## src/rtl/rv_pkg.sv

```systemverilog
// Shared RV32I decode constants for the pipelined core.
package rv_pkg;

    localparam logic [6:0] OP_R     = 7'b0110011;
    localparam logic [6:0] OP_I     = 7'b0010011;
    localparam logic [6:0] OP_L     = 7'b0000011;
    localparam logic [6:0] OP_S     = 7'b0100011;
    localparam logic [6:0] OP_B     = 7'b1100011;
    localparam logic [6:0] OP_JAL   = 7'b1101111;
    localparam logic [6:0] OP_JALR  = 7'b1100111;
    localparam logic [6:0] OP_LUI   = 7'b0110111;
    localparam logic [6:0] OP_AUIPC = 7'b0010111;

    localparam logic [1:0] WB_ALU = 2'd0;
    localparam logic [1:0] WB_MEM = 2'd1;
    localparam logic [1:0] WB_PC4 = 2'd3;

    // True when a 5-bit register address names an implemented register.
    function automatic logic reg_in_range(input logic [4:0] a, input int num_regs);
        return (int'(a) < num_regs);
    endfunction

endpackage

```

## src/rtl/register_file_bypass.sv

```systemverilog
// Architectural register file with x0 hardwired to zero and write-through bypass.
module register_file_bypass
    import rv_pkg::*;
#(
    parameter int XLEN     = 32,
    parameter int NUM_REGS = 32
) (
    input  logic            clk,
    input  logic            rst,
    input  logic            i_we,
    input  logic [4:0]      i_waddr,
    input  logic [XLEN-1:0] i_wdata,
    input  logic [4:0]      i_raddr1,
    input  logic [4:0]      i_raddr2,
    output logic [XLEN-1:0] o_rdata1,
    output logic [XLEN-1:0] o_rdata2
);
    localparam int AW = (NUM_REGS > 1) ? $clog2(NUM_REGS) : 1;

    logic [XLEN-1:0] r_regs [NUM_REGS];
    logic            w_wr_ok;

    assign w_wr_ok = i_we && (i_waddr != 5'd0) && reg_in_range(i_waddr, NUM_REGS);

    // Storage: cleared on reset, written only for legal nonzero destinations.
    always_ff @(posedge clk or posedge rst) begin
        if (rst) begin
            for (int i = 0; i < NUM_REGS; i++) begin
                r_regs[i] <= '0;
            end
        end else if (w_wr_ok) begin
            r_regs[i_waddr[AW-1:0]] <= i_wdata;
        end
    end

    // Read ports: zero for x0/out-of-range, bypass a same-cycle write.
    always_comb begin
        o_rdata1 = '0;
        o_rdata2 = '0;
        if ((i_raddr1 != 5'd0) && reg_in_range(i_raddr1, NUM_REGS)) begin
            o_rdata1 = (w_wr_ok && (i_waddr == i_raddr1)) ? i_wdata : r_regs[i_raddr1[AW-1:0]];
        end
        if ((i_raddr2 != 5'd0) && reg_in_range(i_raddr2, NUM_REGS)) begin
            o_rdata2 = (w_wr_ok && (i_waddr == i_raddr2)) ? i_wdata : r_regs[i_raddr2[AW-1:0]];
        end
    end

endmodule

```

## src/rtl/id_stage_pipelined.sv

```systemverilog
// RV32I instruction-decode stage: decode, register read, load-use stall, ID/EX register.
module id_stage_pipelined
    import rv_pkg::*;
#(
    parameter int XLEN        = 32,
    parameter int NUM_REGS    = 32,
    parameter int STALL_CNT_W = 16
) (
    input  logic                   clk,
    input  logic                   rst,
    input  logic                   if_valid,
    input  logic [31:0]            if_instruction,
    input  logic [XLEN-1:0]        if_pc,
    output logic                   id_ready,
    input  logic                   ex_ready,
    input  logic                   flush,
    input  logic                   wb_write_enable,
    input  logic [4:0]             wb_write_address,
    input  logic [XLEN-1:0]        wb_write_data,
    output logic                   ex_valid,
    output logic [XLEN-1:0]        ex_pc,
    output logic [XLEN-1:0]        ex_read_data1,
    output logic [XLEN-1:0]        ex_read_data2,
    output logic [XLEN-1:0]        ex_immediate,
    output logic [4:0]             ex_rs1,
    output logic [4:0]             ex_rs2,
    output logic [4:0]             ex_rd,
    output logic [2:0]             ex_funct3,
    output logic [6:0]             ex_funct7,
    output logic                   ex_aluop1_source,
    output logic                   ex_aluop2_source,
    output logic                   ex_memory_read_enable,
    output logic                   ex_memory_write_enable,
    output logic [1:0]             ex_wb_reg_write_source,
    output logic                   ex_reg_write_enable,
    output logic                   ex_illegal,
    output logic [STALL_CNT_W-1:0] stall_cycles
);
    // Sign-extend a 32-bit immediate to the datapath width.
    function automatic logic [XLEN-1:0] sext_imm(input logic signed [31:0] v);
        return XLEN'(v);
    endfunction

    logic [6:0]        w_opcode;
    logic [4:0]        w_rs1, w_rs2, w_rd;
    logic signed [31:0] w_imm32;
    logic              w_aluop1, w_aluop2, w_memr, w_memw, w_regw;
    logic              w_rs1_used, w_rs2_used, w_legal_op, w_bad_reg, w_illegal;
    logic [1:0]        w_wbsrc;
    logic [XLEN-1:0]   w_rdata1, w_rdata2;
    logic              w_hazard;

    logic                   r_valid_p1, r_aluop1_p1, r_aluop2_p1, r_memr_p1, r_memw_p1;
    logic                   r_regw_p1, r_illegal_p1;
    logic [XLEN-1:0]        r_pc_p1, r_rdata1_p1, r_rdata2_p1, r_imm_p1;
    logic [4:0]             r_rs1_p1, r_rs2_p1, r_rd_p1;
    logic [2:0]             r_f3_p1;
    logic [6:0]             r_f7_p1;
    logic [1:0]             r_wbsrc_p1;
    logic [STALL_CNT_W-1:0] r_stall;

    assign w_opcode = if_instruction[6:0];
    assign w_rd     = if_instruction[11:7];
    assign w_rs2    = if_instruction[24:20];
    assign w_rs1    = (w_opcode == OP_LUI) ? 5'd0 : if_instruction[19:15];

    // Opcode decode into immediate and control signals.
    always_comb begin
        w_imm32    = '0;
        w_aluop1   = 1'b0;
        w_aluop2   = 1'b1;
        w_memr     = 1'b0;
        w_memw     = 1'b0;
        w_regw     = 1'b0;
        w_wbsrc    = WB_ALU;
        w_rs1_used = 1'b1;
        w_rs2_used = 1'b0;
        w_legal_op = 1'b1;
        case (w_opcode)
            OP_R: begin
                w_aluop2 = 1'b0; w_rs2_used = 1'b1; w_regw = 1'b1;
            end
            OP_I: begin
                w_imm32 = {{20{if_instruction[31]}}, if_instruction[31:20]}; w_regw = 1'b1;
            end
            OP_L: begin
                w_imm32 = {{20{if_instruction[31]}}, if_instruction[31:20]};
                w_regw = 1'b1; w_memr = 1'b1; w_wbsrc = WB_MEM;
            end
            OP_JALR: begin
                w_imm32 = {{20{if_instruction[31]}}, if_instruction[31:20]};
                w_regw = 1'b1; w_wbsrc = WB_PC4;
            end
            OP_S: begin
                w_imm32 = {{20{if_instruction[31]}}, if_instruction[31:25], if_instruction[11:7]};
                w_rs2_used = 1'b1; w_memw = 1'b1;
            end
            OP_B: begin
                w_imm32 = {{19{if_instruction[31]}}, if_instruction[31], if_instruction[7],
                           if_instruction[30:25], if_instruction[11:8], 1'b0};
                w_rs2_used = 1'b1; w_aluop1 = 1'b1;
            end
            OP_LUI: begin
                w_imm32 = {if_instruction[31:12], 12'b0}; w_rs1_used = 1'b0; w_regw = 1'b1;
            end
            OP_AUIPC: begin
                w_imm32 = {if_instruction[31:12], 12'b0};
                w_rs1_used = 1'b0; w_regw = 1'b1; w_aluop1 = 1'b1;
            end
            OP_JAL: begin
                w_imm32 = {{11{if_instruction[31]}}, if_instruction[31], if_instruction[19:12],
                           if_instruction[20], if_instruction[30:21], 1'b0};
                w_rs1_used = 1'b0; w_regw = 1'b1; w_aluop1 = 1'b1; w_wbsrc = WB_PC4;
            end
            default: w_legal_op = 1'b0;
        endcase
    end

    // Only registers the instruction actually uses can make it illegal.
    assign w_bad_reg = (w_rs1_used && !reg_in_range(w_rs1, NUM_REGS)) ||
                       (w_rs2_used && !reg_in_range(w_rs2, NUM_REGS)) ||
                       (w_regw     && !reg_in_range(w_rd,  NUM_REGS));
    assign w_illegal = !w_legal_op || w_bad_reg;

    register_file_bypass #(
        .XLEN     (XLEN),
        .NUM_REGS (NUM_REGS)
    ) u_rf (
        .clk      (clk),
        .rst      (rst),
        .i_we     (wb_write_enable),
        .i_waddr  (wb_write_address),
        .i_wdata  (wb_write_data),
        .i_raddr1 (w_rs1),
        .i_raddr2 (w_rs2),
        .o_rdata1 (w_rdata1),
        .o_rdata2 (w_rdata2)
    );

    assign w_hazard = if_valid && r_valid_p1 && r_memr_p1 && (r_rd_p1 != 5'd0) &&
                      ((w_rs1_used && (w_rs1 == r_rd_p1)) || (w_rs2_used && (w_rs2 == r_rd_p1)));
    assign id_ready = flush || (ex_ready && !w_hazard);

    // ---- ID / EX boundary ----
    // ID/EX register: flush beats bubble insertion beats normal advance; otherwise hold.
    always_ff @(posedge clk or posedge rst) begin
        if (rst) begin
            r_valid_p1   <= 1'b0;
            r_pc_p1      <= '0;
            r_rdata1_p1  <= '0;
            r_rdata2_p1  <= '0;
            r_imm_p1     <= '0;
            r_rs1_p1     <= '0;
            r_rs2_p1     <= '0;
            r_rd_p1      <= '0;
            r_f3_p1      <= '0;
            r_f7_p1      <= '0;
            r_aluop1_p1  <= 1'b0;
            r_aluop2_p1  <= 1'b0;
            r_memr_p1    <= 1'b0;
            r_memw_p1    <= 1'b0;
            r_wbsrc_p1   <= '0;
            r_regw_p1    <= 1'b0;
            r_illegal_p1 <= 1'b0;
        end else if (flush) begin
            r_valid_p1 <= 1'b0;
        end else if (ex_ready && w_hazard) begin
            r_valid_p1 <= 1'b0;
        end else if (ex_ready) begin
            r_valid_p1   <= if_valid;
            r_pc_p1      <= if_pc;
            r_rdata1_p1  <= w_rdata1;
            r_rdata2_p1  <= w_rdata2;
            r_imm_p1     <= sext_imm(w_imm32);
            r_rs1_p1     <= w_rs1;
            r_rs2_p1     <= w_rs2;
            r_rd_p1      <= w_rd;
            r_f3_p1      <= if_instruction[14:12];
            r_f7_p1      <= if_instruction[31:25];
            r_aluop1_p1  <= w_aluop1;
            r_aluop2_p1  <= w_aluop2;
            r_memr_p1    <= w_memr;
            r_memw_p1    <= w_memw && !w_illegal;
            r_wbsrc_p1   <= w_wbsrc;
            r_regw_p1    <= w_regw && !w_illegal;
            r_illegal_p1 <= w_illegal;
        end
    end

    // Saturating count of cycles lost to load-use stalls (flushed cycles excluded).
    always_ff @(posedge clk or posedge rst) begin
        if (rst) begin
            r_stall <= '0;
        end else if (w_hazard && !flush && (r_stall != '1)) begin
            r_stall <= r_stall + STALL_CNT_W'(1);
        end
    end

    assign ex_valid               = r_valid_p1;
    assign ex_pc                  = r_pc_p1;
    assign ex_read_data1          = r_rdata1_p1;
    assign ex_read_data2          = r_rdata2_p1;
    assign ex_immediate           = r_imm_p1;
    assign ex_rs1                 = r_rs1_p1;
    assign ex_rs2                 = r_rs2_p1;
    assign ex_rd                  = r_rd_p1;
    assign ex_funct3              = r_f3_p1;
    assign ex_funct7              = r_f7_p1;
    assign ex_aluop1_source       = r_aluop1_p1;
    assign ex_aluop2_source       = r_aluop2_p1;
    assign ex_memory_read_enable  = r_memr_p1;
    assign ex_memory_write_enable = r_memw_p1;
    assign ex_wb_reg_write_source = r_wbsrc_p1;
    assign ex_reg_write_enable    = r_regw_p1;
    assign ex_illegal             = r_illegal_p1;
    assign stall_cycles           = r_stall;

endmodule

```

## config.mk

```make
export PLATFORM = sky130hd
export DESIGN_NAME = id_stage_pipelined
export DESIGN_NICKNAME = d
export VERILOG_FILES = /design/src/rtl/rv_pkg.sv /design/src/rtl/register_file_bypass.sv /design/src/rtl/id_stage_pipelined.sv
export SDC_FILE = /design/constraint.sdc
export NUM_CORES = 2
export LEC_CHECK = 0
export ABC_AREA = 1
export BUFFER_PORTS_ARGS = -buffer_cell sky130_fd_sc_hd__clkbuf_2
export CAP_MARGIN = 20
export CORE_MARGIN = 4
export CORE_UTILIZATION = 44
export CTS_BUF_LIST = sky130_fd_sc_hd__clkbuf_4
export DETAILED_ROUTE_END_ITERATION = 10
export HOLD_SLACK_MARGIN = 0.03
export PLACE_DENSITY = 0.57
export SLEW_MARGIN = 20
export SYNTH_ARGS = -nofsm -noshare
export SYNTH_HDL_FRONTEND = slang
export SYNTH_SLANG_ARGS = --single-unit
```

## constraint.sdc

```tcl
create_clock -name clk -period 47.6 [get_ports clk]
set_clock_uncertainty 0.15 [all_clocks]
set_input_delay 4.76 -clock clk [delete_from_list [all_inputs] [get_ports clk]]
set_output_delay 4.76 -clock clk [all_outputs]
set_load 0.02 [all_outputs]
```

==> key figures <==
Clocking
  – CTS buffer count: 359
  – Post-CTS Hold Fix Bufs: 0
  – Clk_lat worst skew: 1.36 ns
  – Clock tree buffer depth: 4
  – Clk sinks: 1202
  – Post-CTS Setup Inserts: 0
  – Htree depth: 5
  – Post-cts sizing count: 0
  – Reg clk slew, reported paths: 0.06 ns
  – CTS tree: done
  – Root Driver: clkbuf_4

Worst setup path
  – Most used cell, CP: nand2_1
  – WP data required: 42.69 ns
  – Setup crit end kind: primary output
  – Max incr delay on CP: 0.70 ns
  – Critical-path cell list: clkbuf_2, nand2_1, nor2_1, nand2_8, nand2_4, nand2_1, nand2_1, nor2_1, nand3_1, nand2_1, nand2_2, nand2_1, nand2_1, clkbuf_2
  – Critical path peak fanout: 59
  – Worst path slowest cell: nand2_4
  – Critical Path Start Type: primary input
  – WS Path Type: in -> out
  – Worst Path Arrival: roughly 7.2 ns

Logic synthesis
  – Post-Syn Instances: 8673
  – Async S/R FF share, synth: 1.00
  – Synth cell types: 40
  – Top_reg_cell synth: dfrtp_1
  – Yosys warns: 0
  – Seq cells post-synth: approximately 1200
  – Cell area after synthesis: 63700 um2
  – Mapped Nets: between 8000 and 9000
  – Post-synthesis sequential area ratio: 0.472
  – Syn Area/Cell: 7.35 um2
  – Post-synth EDFFs: 0

Finish
  – Number of nets in the layout: around 9000
  – Fraction of layout cells with a size suffix above 1: 0.117
  – Area grow syn2layout: 9.92%

Placed design
  – Input/output buffers: 285
  – Dpl hpwl: between 100 and 150 mm
  – GPL Wtd Cong: 0.893
  – Pre-CTS WS: 35.51 ns

Floorplanning
  – Site Rows: 139
  – Die Height: just under 400 um
  – Die area: 151000 um2
  – Core area: 144000 um2
  – Initial Util: 0.443
  – Die W: 389 um
  – Ports: 286

Detailed routing
  – Total wire length: 282 mm
  – DR iter-0 viols: 9473
  – 1st-pass router iterations: 7
  – Drt drc: 0
  – Via-to-Cell Ratio: 6.12
  – Detailed-route via count: 66100
  – DR WL/cell: between 20 and 30 um
  – Antenna viol nets, final: 0

Power and ir drop
  – Cell leakage power: 32.8 nW
  – Max VDD drop: 0.0240 mV
  – Power Density: 40.9 nW/um2

Timing
  – Unrepaired setup endpoints after global routing: no
  – Setup slack after layout: 35.45 ns
  – Final setup viols: 0
  – Min Tclk post-route: 12.15 ns
  – Worst-margin pin slew: 1.25 ns
  – Fmax: 82.3 MHz
  – Final Hold Vio Count: 0
  – Slew margin rel.: 0.165
  – Fin Setup TNS: 0 ns
  – Pins Over Slew Limit: 0
  – Crit share post-route: 0.255

Flow run
  – Max cap viols: 0

Global routing
  – Initial antenna violation count: 19
  – Tot GR Track Use: 0.364
  – Met1 Use GR: 0.500
  – Total gr overflow: 0
  – Met2 GRT Util: 0.540
  – GR Util met3: 0.0985
  – Vias in the first global route: 62000
  – GR peak layer: met2
  – Wire length of the first global-routing pass: 416 mm
  – Pin count of the biggest net entering global routing: 166

Run status
  – Status: finished, final reports clean

Worst hold path
  – Hold crit path type: reg -> reg
## final cells by class
| cell class | instances | area [um2] |
|---|---|---|
| inverter | 288 | 1120 |
| timing repair buffer | 413 | 2520 |
| tap | 1903 | 2380 |
| sequential | 1202 | 30100 |
| clock buffer | 514 | 3860 |
| multi-input combinational | 6380 | 29700 |
| clock inverter | 76 | 340 |
| antenna | 20 | 50.0 |
| fill | 14700 | 73800 |
## registers in the layout, summed over array words and instances, names as in the netlist, 3 cells and up
signal,count
u_rf.r_regs,1024
stall_cycles,16
ex_funct7,7
ex_rs2,5
ex_pc,32
ex_read_data1,32
ex_rd,5
ex_read_data2,32
ex_immediate,32
ex_rs1,5
ex_funct3,3
## path summary, 6_finish.rpt
path	start	endpoint	slack (ns)	cells after the start
worst max-delay path	if_instruction[5]	id_ready	35.45	14
worst min register to register	u_rf.r_regs[1005]$_DFFE_PP0P_	u_rf.r_regs[1005]$_DFFE_PP0P_	0.24	0
worst min-delay path	u_rf.r_regs[1005]$_DFFE_PP0P_	u_rf.r_regs[1005]$_DFFE_PP0P_	0.24	0
min in group asynchronous	rst	ex_read_data1[14]$_DFFE_PP0P_	3.42	2
max in group asynchronous	rst	u_rf.r_regs[384]$_DFFE_PP0P_	39.77	6
worst max register to register	ex_rd[0]$_DFFE_PP0P_	ex_wb_reg_write_source[0]$_DFFE_PP0P_	44.17	10
## metal layers
| layer | part of all wire | vias up |
|---|---|---|
| met5 | 0.00023 | - |
| li1 | - | 29300 |
| met3 | 0.12 | 735 |
| met4 | 0.046 | 12 |
| met2 | 0.42 | 4416 |
| met1 | 0.41 | 31700 |
## worst max-delay path, delay by kind of cell
family	cells	cell delay, ns
AND/OR/NAND/NOR	12	2.15
buffers and inverters	2	0.29
## cells by family (layout without fill, tap and decap cells)
| family | Yosys count | after routing | synth area share |
|---|---|---|---|
| AO/OA/AOI/OAI | 2007 | 2007 | 0.169 |
| XOR/XNOR | 22 | 22 | 0.00302 |
| adder cells (fa/ha/maj) | 1 | 1 | 0.000196 |
| buffers and inverters | 1091 | 1291 | 0.0676 |
| flip-flops | 1202 | 1202 | 0.472 |
| other | 0 | 20 | 0 |
| AND/OR/NAND/NOR | 4350 | 4350 | 0.288 |
## placed cells by master (no fill, tap or decap), types with 3 or more instances in the layout
cell type and n:
xnor2_1 5, dfrtp_1 1202, nand3_1 1391, nand2_2 3, clkbuf_4 514, buf_8 3
o211ai_1 177, inv_6 3, nand2_1 2370, clkinv_2 4, o2111ai_1 3, nand4_1 37
nor2_4 6, or2_2 29, inv_1 273, o311ai_0 5, o32ai_1 11, nand2_4 30
nor2_1 451, buf_12 7, nor3_1 9, a31oi_1 11, nor4_1 7, buf_4 121
nor3_2 8, clkinv_1 68, diode_2 20, a21oi_1 207, a22oi_1 4, xor2_1 17
clkbuf_2 280, o21ai_1 39, o221ai_1 34, inv_8 3, inv_2 10, o21ai_0 1446
o22ai_1 67
## per-stage QoR
stage               instance area (um2)  std cells  utilization  hold slack, ns  power (mW)
global route                      70100      10800        0.487           0.255        3.03
CTS                               70000      10800        0.486           0.248        2.87
finish                            70100      10800        0.487           0.245        2.87
floorplan                         63700       8673            -           0.295        1.71
global placement                  65800      10200        0.457           0.231        1.88
detailed placement                65800      10200        0.457           0.235        1.90
## synthesized netlist by cell type (3+ instances only)
cell type	n	area, um2
nand2_1	2400	9010
buf_2	151	756
inv_1	276	1040
o211ai_1	177	1330
o22ai_1	67	419
o311ai_0	5	43.8
xor2_1	17	149
buf_1	47	176
nor3_2	4	40.0
a31oi_1	11	68.8
nand4_1	37	231
inv_2	7	26.3
nand3_1	1392	6970
o2111ai_1	3	26.3
clkbuf_1	600	2250
clkinv_1	5	18.8
o21ai_1	39	195
nand2_2	4	25.0
o21ai_0	1446	7240
nor4_1	7	43.8
or2_2	29	181
nor2_1	457	1720
a22oi_1	4	30.0
xnor2_1	5	43.8
o32ai_1	11	96.3
buf_4	4	30.0
o221ai_1	34	298
nor3_1	14	70.1
a21oi_1	208	1040
dfrtp_1	1202	30100
## report_power, final
part | leakage (nW) | switching (mW) | internal (mW)
logic | 14.9 | 0.371 | 0.190
registers | 15.3 | 0.134 | 1.20
clock network | 2.53 | 0.469 | 0.500
Note: power is estimated with default switching activity, not from simulation.
